File: src/rtl/idu_hazard_ctrl.sv
// Issue scheduler between decode and execute: tracks long-latency destinations in a
// register scoreboard, detects RAW/WAW/divider hazards and drives pipe_stall/pipe_flush.
module idu_hazard_ctrl #(
  parameter  int NUM_REGS = 32,
  parameter  int CNT_W    = 32,
  localparam int AW       = $clog2(NUM_REGS)
) (
  input  logic                clk,
  input  logic                rst_n,
  input  logic                dec_valid,
  input  logic                dec_rs1,
  input  logic [AW-1:0]       dec_rs1_addr,
  input  logic                dec_rs2,
  input  logic [AW-1:0]       dec_rs2_addr,
  input  logic                dec_rd,
  input  logic [AW-1:0]       dec_rd_addr,
  input  logic                dec_long,
  input  logic                dec_div,
  input  logic                wb_valid,
  input  logic [AW-1:0]       wb_rd_addr,
  input  logic                div_done,
  input  logic                ext_stall,
  input  logic                flush_req,
  output logic                pipe_stall,
  output logic                pipe_flush,
  output logic                issue,
  output logic [NUM_REGS-1:0] sb_busy,
  output logic [CNT_W-1:0]    stall_cnt
);

  typedef enum logic {
    DIV_IDLE = 1'b0,
    DIV_BUSY = 1'b1
  } div_state_e;

  div_state_e          r_div_state;
  logic [NUM_REGS-1:0] r_sb_busy;
  logic [CNT_W-1:0]    r_stall_cnt;

  logic                w_div_busy;
  logic                w_raw;
  logic                w_waw;
  logic                w_strc;
  logic                w_hazard;
  logic [NUM_REGS-1:0] w_sb_set;
  logic [NUM_REGS-1:0] w_sb_clr;

  assign w_div_busy = (r_div_state == DIV_BUSY);

  // Hazards look only at registered state: a writeback this cycle releases the
  // consumer next cycle, keeping the wb path out of the issue timing path.
  assign w_raw  = (dec_rs1 && (dec_rs1_addr != '0) && r_sb_busy[dec_rs1_addr])
               || (dec_rs2 && (dec_rs2_addr != '0) && r_sb_busy[dec_rs2_addr]);
  assign w_waw  = dec_rd && (dec_rd_addr != '0) && r_sb_busy[dec_rd_addr];
  assign w_strc = dec_div && w_div_busy;
  assign w_hazard = dec_valid && (w_raw || w_waw || w_strc);

  assign pipe_flush = flush_req;
  assign pipe_stall = (w_hazard || ext_stall) && !flush_req;
  assign issue      = dec_valid && !w_hazard && !ext_stall && !flush_req;

  // NOTE: every signal written in always_comb gets a default first, otherwise a latch is inferred.
  always_comb begin
    w_sb_set = '0;
    w_sb_clr = '0;
    if (issue && dec_rd && dec_long && (dec_rd_addr != '0))
      w_sb_set[dec_rd_addr] = 1'b1;
    if (wb_valid && (wb_rd_addr != '0))
      w_sb_clr[wb_rd_addr] = 1'b1;
  end

  // NOTE: sequential state uses non-blocking assignments so all flops update from pre-edge values.
  always_ff @(posedge clk or negedge rst_n) begin
    if (!rst_n) begin
      r_sb_busy <= '0;
    end else begin
      // Set is applied after clear so a forced same-index collision keeps the bit busy.
      r_sb_busy <= (r_sb_busy & ~w_sb_clr) | w_sb_set;
    end
  end

  always_ff @(posedge clk or negedge rst_n) begin
    if (!rst_n) begin
      r_div_state <= DIV_IDLE;
    end else begin
      case (r_div_state)
        DIV_IDLE: if (issue && dec_div) r_div_state <= DIV_BUSY;
        DIV_BUSY: if (div_done)         r_div_state <= DIV_IDLE;
        default:                        r_div_state <= DIV_IDLE;
      endcase
    end
  end

  always_ff @(posedge clk or negedge rst_n) begin
    if (!rst_n) begin
      r_stall_cnt <= '0;
    end else if (w_hazard && !flush_req && (r_stall_cnt != '1)) begin
      r_stall_cnt <= r_stall_cnt + CNT_W'(1);
    end
  end

  assign sb_busy   = r_sb_busy;
  assign stall_cnt = r_stall_cnt;

  a_no_set_clr_collision: assert property (@(posedge clk) disable iff (!rst_n)
    ((w_sb_set & w_sb_clr) == '0))
    else $warning("scoreboard set and clear hit the same register in one cycle");

  a_wb_to_busy_reg: assert property (@(posedge clk) disable iff (!rst_n)
    !(wb_valid && (wb_rd_addr != '0) && !r_sb_busy[wb_rd_addr]))
    else $warning("writeback to a register that is not pending");

endmodule
File: config.mk
export PLATFORM = sky130hd
export DESIGN_NAME = idu_hazard_ctrl
export DESIGN_NICKNAME = d
export VERILOG_FILES = /design/src/rtl/idu_hazard_ctrl.sv
export SDC_FILE = /design/constraint.sdc
export NUM_CORES = 1
export LEC_CHECK = 0
export ABC_CLOCK_PERIOD_IN_PS = 3250
export CORE_AREA = 5 5 100 102
export CTS_CLUSTER_SIZE = 28
export DETAILED_ROUTE_END_ITERATION = 7
export DIE_AREA = 0 0 105 107
export MAX_ROUTING_LAYER = met4
export PLACE_DENSITY = 0.71
export REMOVE_ABC_BUFFERS = 1
export SETUP_SLACK_MARGIN = 0.15
export SLEW_MARGIN = 0
export SYNTH_ARGS = -nofsm -noshare
export SYNTH_HDL_FRONTEND = slang
export SYNTH_SLANG_ARGS = --single-unit
File: constraint.sdc
create_clock -name clk -period 3.25 [get_ports clk]
set_clock_uncertainty 0.1 [all_clocks]
set_input_delay 0.65 -clock clk [delete_from_list [all_inputs] [get_ports clk]]
set_output_delay 0.65 -clock clk [all_outputs]
set_load 0.02 [all_outputs]
**Word level (Yosys, flattened, before mapping)**

Cells that the tools add are included.
W data, S select, Z words.

- Bits in registers: 65
- Bits of input ports: 32
- Logic and storage cells: 62
- Output and inout port bits: 67

- Equality and inequality tests: 1
- Add/sub/neg operators: 1
- Reduce and logical (&&, ||, !) cells: 32
- Multiplexer cells: 15
- Bitwise logic cells: 4
- Order comparisons: 6

Operator list:

| operator | number |
|---|---|
| $mux W32 | 2 |
| $add A32 B1 Y32 const B | 1 |
| $and A32 B32 Y32 | 1 |
| $ne A32 B32 Y1 const B | 1 |
| $not A32 Y32 | 1 |
| $or A32 B32 Y32 | 1 |
| $lt A5 B6 Y1 const B | 4 |
| $logic_and A1 B1 Y1 | 21 |
| $reduce_bool A5 Y1 | 4 |
| $bmux W1 S5 | 3 |
| $demux W1 S5 | 2 |
| $ge A5 B1 Y1 const B | 2 |
| $mux W1 | 7 |
| $logic_or A1 B1 Y1 | 4 |
| $logic_not A1 Y1 | 3 |
| $pmux W1 S2 | 1 |
| $not A1 Y1 | 1 |

**Longest topological paths before layout**

Gate-level depths: netlist of the first run.

- Depth after elaboration: 16
- Gate-level depth with buffers: 10
- Depth with buffers taken out: 7

**Worst setup path after synthesis of the first run**

OpenSTA, ideal clock, no wires.

- Kind: input port to output port
- Start point: input dec_rs2_addr[0]
- End point: output issue
- Cell stages on the path: 6
- Path slack: -211 ps
- Data arrival time: 2711 ps
- Required time: 2500 ps
- Buffers on the path: 1
- Cells stage by stage: buf_6 > mux4_2 > a32o_1 > nor4_1 > o32ai_2 > nor4_1

- Cells in the longest elaborated chain, start to end: 11
- Elaborated cells between the ends (all ways): 13
- Those cells by class: mux (2); reduce/logical (11)

RTL lines:

| item | RTL line | text |
|---|---|---|
| start, declared | 14 | `input logic [AW-1:0] dec_rs2_addr,` |
| $bmux W1 S5 or $reduce_bool A5 Y1 (tied branches) | 53 | `\|\| (dec_rs2 && (dec_rs2_addr != '0) && r_sb_busy[dec_rs2_addr]);` |
| $mux W1 (not written as such) or $logic_and A1 B1 Y1 (tied branches) | 53 |  |
| $logic_and A1 B1 Y1 (*) | 53 |  |
| $logic_or A1 B1 Y1 (*) | 53 |  |
| $logic_or A1 B1 Y1 (*) (2 in a row) | 56 | `assign w_hazard = dec_valid && (w_raw \|\| w_waw \|\| w_strc);` |
| $logic_and A1 B1 Y1 (*) | 56 |  |
| $logic_not A1 Y1 (*) | 60 | `assign issue = dec_valid && !w_hazard && !ext_stall && !flush_req;` |
| $logic_and A1 B1 Y1 (*) (3 in a row) | 60 |  |
| end, declared | 26 | `output logic issue,` |

Mark *: on every way between the ends. The rest lies on a longest branch, timed or not. The select of a mux whose other input is x is not followed.

**Worst setup path after layout of the first run**

Same ends and word-level chain as after synthesis.

==> summary.md, run 1 <==
| Metric | Value |
|---|---|
| WL met1 | 5.374 mm |
| Place WS | -1.093 ns |
| Relative slew slack | 0.4857 |
| Status | finished, violations left |
| Sequential area share after synthesis | 0.4136 |
| Via count | 3,982 |
| Post-route minimum period | 3.331 ns |
| Max Buffers Root-to-Sink | 2 |
| # port buffers | 98 |
| Failing checks | setup timing |
| WHS | 0.1892 ns |
| Synth Area per Inst | 10.51 µm² |
| First-pass iteration count of the detailed router | 4 |
| Vias/cell | 5.873 |
| Total track usage | 0.2481 |
| DR iter-0 viols | 181 |
| Crit-path cells | buf_8 > buf_12 > buf_6 > mux4_2 > and3_4 > nor4_4 > o32ai_4 > nor4_2 > buf_4 > buf_6 |
| Hold crit path type | in2async |
| Vias in the first global route | about 4,000 |
| Starting Density | 0.4359 |
| CTS Root Cell | clkbuf_8 |
| H-Tree Depth | 3 |
| Worst vdd ir | 0.3614 mV |
| Fin. Hold Viols | 0 |
| RSZ-0062 raised after global routing | yes |
| Area growth, synth to finish | 53.39% |
| Yosys reg bits | 65 |
| Clock buffer count from CTS | 9 |
| Critical path class | in2out |
| Fmax | around 300 MHz |
| Hpwl dp | 9.997 mm |
| Post-route ant nets | 0 |
| Final setup viols | 2 |
| Final period util | 1.025 |
| Die footprint | 0.01124 mm² |
| Setup crit start kind | primary input |
| Worst skew pair latency | 0.36 ns |
| Worst slew pin tran | 0.7686 ns |
| Mapped Area | 0.003933 mm² |
| Share of cells above drive strength 1 | 0.3057 |
| Slew Viols, Final | 0 |
| Most common cell on crit path | buf_6 |
| DR DRC count | 0 |
| Post-synth top area share | 0.4136 |
| CP arrival | between 2 and 3 ns |
| Synth area leader | dfrtp_1 |
| Slowest stage delay, CP | between 0.4 and 0.5 ns |
| Top Layer Used | met4 |
| Critical Path End Type | output pin |
| DRT Wirelength | 13.51 mm |
| Fin nets | 595 |
| Max-cap violations | 0 |
| GP Congestion | 1.019 |
| Largest net degree at the start of global routing | 66 |
| Clock Pin Slew Worst Setup and Hold Paths | 0.07 ns |
| PwrDens | 339.4 mW/mm² |
| CTS tree | built |
| Core Area | between 0.009 and 0.01 mm² |
| Met2 wire length | 6.485 mm |
| Met3 WL | around 1.2 mm |
| Total negative slack | -0.1512 ns |
| Async SR Flop Fraction | 1.000 |
| EDFF count, synth | 0 |
| Tot Pwr | about 0.002 W |
| First-pass GRT wire length | 21.46 mm |
| Leak | 2.676 nW |
| CP max-delay cell | mux4_2 |
| Initial antenna violation count | 1 |
| Chip height | 107 µm |
| Post-layout util | 0.6687 |
| Worst-path maximum fanout | 6 |
| Delay-heaviest family, CP | simple AND/OR/NAND/NOR gates |
| Ys flop type | dfrtp_1 |
| Ranking of synthesized cells by area | dfrtp_1, mux4_2, o21ai_0, xor2_1, mux2i_1 |
| Yosys warning total | 0 |
| Io pins | 99 |
| Crit path required time | approximately 2.5 ns |
| Avg WL per Cell | between 15 and 20 µm |
| CTS Sinks | 65 |
| Count of cell types in the netlist | 49 |
| Gr ovfl total | 0 |
| Post-route setup slack | -0.08060 ns |
| FP Rows | 35 |
| Post-synthesis cell count | 374 |
| Die W | 105 µm |
| Worst path bufs/invs | 5 |
-- cell type report --
class,count,area [µm²]
repair buffers,193,1748
fillers,702,2989
multi-input cells,280,2272
clock buffers,12,155.1
flip-flops and latches,65,1627
clock inverters,3,40.04
well taps,111,138.9
inverters,13,48.80
diodes,1,2.502
-- cell usage after synthesis (4+ instances only) --
library cell / n
nand4_1: 9
nand3_1: 14
nor2_1: 15
inv_1: 13
mux2i_1: 12
o21ai_0: 65
buf_4: 4
nor4_2: 7
or3b_2: 4
nand3b_1: 6
and3_1: 10
xnor2_1: 4
nor4_1: 8
nand2_1: 22
xor2_1: 27
dfrtp_1: 65
nor3_1: 12
mux4_2: 18
buf_2: 5
nor2b_1: 6
or3_1: 4
-- worst paths after layout --
path	startpoint	end	slack (ns)	cells after the start
min in group clk	stall_cnt[19]	stall_cnt[19]	0.39	1
max in group asynchronous	rst_n	stall_cnt[1]	2.56	2
worst min register to register	stall_cnt[19]	stall_cnt[19]	0.39	1
worst min-delay path	rst_n	stall_cnt[18]	0.19	2
worst max register to register	sb_busy[31]	sb_busy[10]	0.35	11
worst max-delay path	dec_rs2_addr[0]	issue	-0.08	10
-- stage by stage --
| step | std cells | instance area, µm² |
|---|---|---|
| floorplan | 358 | 3827 |
| global placement | 655 | 5640 |
| detailed placement | 655 | 5640 |
| CTS | 673 | 5942 |
| global route | 678 | 6032 |
| finish | 678 | 6032 |
-- kinds of logic after synthesis --
kind of cell | count (synthesis) | synth area share
compound gates | 85 | 0.1359
xor+xnor | 31 | 0.06904
fa+ha+maj | 1 | 0.003181
buf+inv | 29 | 0.03913
flops | 65 | 0.4136
mux | 33 | 0.1422
simple gates | 130 | 0.1969
-- cell usage in the layout (no fill, tap or decap), types with 8 or more instances in the layout --
cell             instances
mux4_2                  18
nand2_1                 22
nand4_1                  9
nand3_1                 14
clkbuf_8                11
xor2_1                  27
nor2_1                  15
and3_1                   9
inv_1                   13
dfrtp_1                 65
clkdlybuf4s50_1         82
nor4_2                  10
buf_4                   85
nor3_1                  12
o21ai_0                 62
mux2i_1                 11
buf_6                    8
-- layer usage --
| metal | global-route usage | vias to the layer above |
|---|---|---|
| li1 | - | 1781 |
| met1 | 0.3050 | 1928 |
| met2 | 0.3894 | 225 |
| met3 | 0.06442 | 48 |
| met4 | 0.1059 | 0 |
| met5 | - | - |
-- where the power goes --
part | internal, W | switching (W)
Sequential | 0.000845 | 0.0000468
Combinational | 0.000233 | 0.000220
Clock | 0.000390 | 0.000313
Total | 0.00147 | 0.000579
-- repair_timing --
item,CTS,global route
setup buffers,3,4
pin swaps,9,6
setup endpoints to repair,65,50
hold buffers,0,0
gates resized for setup,51,18
-- flip-flops by register name (all words and copies together), names as in the netlist --
signal,count
r_div_state,1
stall_cnt,32
sb_busy,32
Power figures use the tool's default switching activity.
==> run 2, diff against run 1 <==
Settings changed: CTS_BUF_LIST from default to sky130_fd_sc_hd__clkbuf_2, SKIP_LAST_GASP from default to 1.
==> summary.md, run 2 (synthesis gave the netlist of run 1 again) <==
| Metric | Value |
|---|---|
| Status | finished, violations left |
| Failing checks | setup timing |
| Met1 Use GR | 0.2987 (-0.006267) |
| H-Tree Depth | 3 (unchanged) |
| Most Used Layer, Global Route | met2 |
| Final setup viols | 2 (unchanged) |
| Starting Density | 0.4359 (unchanged) |
| Critical path class | in2out |
| GR Util met2 | 0.3876 (-0.001799) |
| Critical Path End Type | output pin |
| Worst skew pair latency | 0.52 ns (+0.16 ns) |
| Worst-path maximum fanout | 8 (+2) |
| Avg WL per Cell | 19.36 µm (-2.9%) |
| Core Area | 0.009021 mm² (unchanged) |
| Total track usage | 0.2450 (-0.003170) |
| Crit path required time | 2.50 ns (about the same) |
| GR met3 Demand/Resource | 0.07345 (+0.009031) |
| Leak | 2.618 nW (-2.2%) |
| # port buffers | 98 (unchanged) |
| CTS tree | built |
| Worst slew pin tran | 0.7721 ns (+0.003509 ns) |
| First-pass GRT wire length | 21.32 mm (-0.64%) |
| First-pass iteration count of the detailed router | 5 (+1) |
| Clock buffer count from CTS | 9 (unchanged) |
| Chip height | 107 µm (unchanged) |
| Place WS | -1.093 ns (unchanged) |
| Worst vdd ir | 0.3007 mV (-17%) |
| DR DRC count | 0 (unchanged) |
| CP max-delay cell | mux4_2 |
| Non-Filler Instances | 680 (+0.29%) |
| Largest net degree at the start of global routing | 66 (unchanged) |
| Commonest non-fill, non-tap cell in the layout | buf_4 |
| Delay-heaviest family, CP | buffers and inverters |
| CTS Root Cell | clkbuf_2 |
| FP Rows | 35 (unchanged) |
| Post-route minimum period | 3.405 ns (+0.07470 ns) |
| Gr ovfl total | 0 (unchanged) |
| Most frequent cells in the layout | buf_4, clkdlybuf4s50_1, o21ai_0 |
| Worst r2r dst | sb_busy[2] |
| Io pins | 99 (unchanged) |
| Fmax | 293.7 MHz (-2.2%) |
| Hpwl dp | 9.997 mm (unchanged) |
| Clock Pin Slew Worst Setup and Hold Paths | 0.18 ns (+0.11 ns) |
| R2r setup slk | 0.42 ns (+0.07 ns) |
| Fin. Hold Viols | 0 (unchanged) |
| FF-to-FF Start | sb_busy[4] |
| CTS Sinks | 65 (unchanged) |
| Max-cap violations | 0 (unchanged) |
| Max Buffers Root-to-Sink | 2 (unchanged) |
| Post-route ant nets | 0 (unchanged) |
| GP Congestion | 1.019 (unchanged) |
| Fin nets | 596 (+0.17%) |
| Vias/cell | 5.806 (-1.1%) |
| Hold crit path type | reg2reg |
| DR iter-0 viols | 173 (-4.4%) |
| CP arrival | 2.66 ns (+0.08 ns) |
| Slew Viols, Final | 0 (unchanged) |
| Die footprint | 0.01124 mm² (unchanged) |
| Slowest stage delay, CP | 0.49 ns (about the same) |
| CP Capture Point | pipe_stall |
| Crit. Startpoint | dec_rs2_addr[0] |
| Crit-path cells | buf_2 > buf_12 > buf_4 > mux4_2 > and3_4 > nor4_4 > o32ai_4 > buf_4 > o21ai_2 > a21oi_2 > buf_4 |
| Via count | 3,948 (-0.85%) |
| Relative slew slack | 0.4834 (-0.002349) |
| Placed Cells | 655 (unchanged) |
| Tot Pwr | 0.001791 W (-13%) |
| RSZ-0062 raised after global routing | yes |
| Share of cells above drive strength 1 | 0.2928 (-0.01288) |
| Area growth, synth to finish | 49.79% |
| Die W | 105 µm (unchanged) |
| Vias in the first global route | 4,070 (+0.098%) |
| Final period util | 1.048 (+0.02298) |
| Critical Path Stages | 11 (+1) |
| Reg2Reg Depth | 10 (-1) |
| PwrDens | 304.0 mW/mm² (-10%) |
| Setup crit start kind | primary input |
| WHS | 0.4032 ns (+0.2139 ns) |
| DRT Wirelength | 13.16 mm (-2.6%) |
| Initial antenna violation count | 2 (+1) |
| Most common cell on crit path | buf_4 |
| Post-layout util | 0.6530 (-0.01567) |
| Worst path bufs/invs | 5 (unchanged) |
| Post-route setup slack | -0.1553 ns (-0.07470 ns) |
[run 2: changes by cell type in the layout (fill, tap and decap cells not counted), sizes merged]
cell,delta
dlygate4sd2,+3
clkbuf,-5
diode,+1
dlymetal6s2s,-1
dlygate4sd3,+1
clkdlybuf4s15,-1
clkinv,+2
clkdlybuf4s50,+2
[run 2: cell type report]
type                            instances  area (µm²)
Tap cell                              111       138.9
Fill cell                             725        3131
Timing Repair Buffer                  194        1733
Sequential cell                        65        1632
Clock buffer                           10       50.05
Multi-Input combinational cell        280        2236
Clock inverter                          5       47.55
Inverter                               13       48.80
Antenna cell                            2       5.005
[run 2: power by group]
| group | switching [W] | internal [W] |
|---|---|---|
| registers | 0.0000458 | 0.000845 |
| logic | 0.000215 | 0.000229 |
| clock network | 0.000286 | 0.000170 |
[run 2: what timing repair did]
action	CTS	global route
hold buffers	1	0
setup endpoints to repair	65	2
resized for setup	43	8
pin swaps	8	5
setup buffers	3	4
hold endpoints to repair	8	0
[run 2: routing by layer]
metal	wire length (µm)	share of wire	up-vias
met5	0	0	-
met4	320	0.024	0
met2	6285	0.48	237
li1	-	-	1793
met3	1265	0.096	32
met1	5292	0.40	1886
[run 2: worst min-delay path by stage]
| stage | slack, ns | cells after the start | endpoint | from |
|---|---|---|---|---|
| after floorplan | 0.25 | 0 | r_div_state | rst_n |
| after global placement | 0.38 | 1 | stall_cnt[17] | stall_cnt[17] |
| after detailed placement | 0.38 | 1 | stall_cnt[19] | stall_cnt[19] |
| after CTS | 0.41 | 1 | stall_cnt[19] | stall_cnt[19] |
| after global routing | 0.43 | 1 | stall_cnt[19] | stall_cnt[19] |
| final | 0.40 | 1 | stall_cnt[19] | stall_cnt[19] |
[run 2: stage by stage]
step / area (µm²) / setup TNS [ns]
after floorplan: 3827 / -0.04307
after global placement: 5640 / -29.93
after detailed placement: 5640 / -33.56
after CTS: 5826 / -0.4148
after global routing: 5891 / -0.4667
final: 5891 / -0.2923
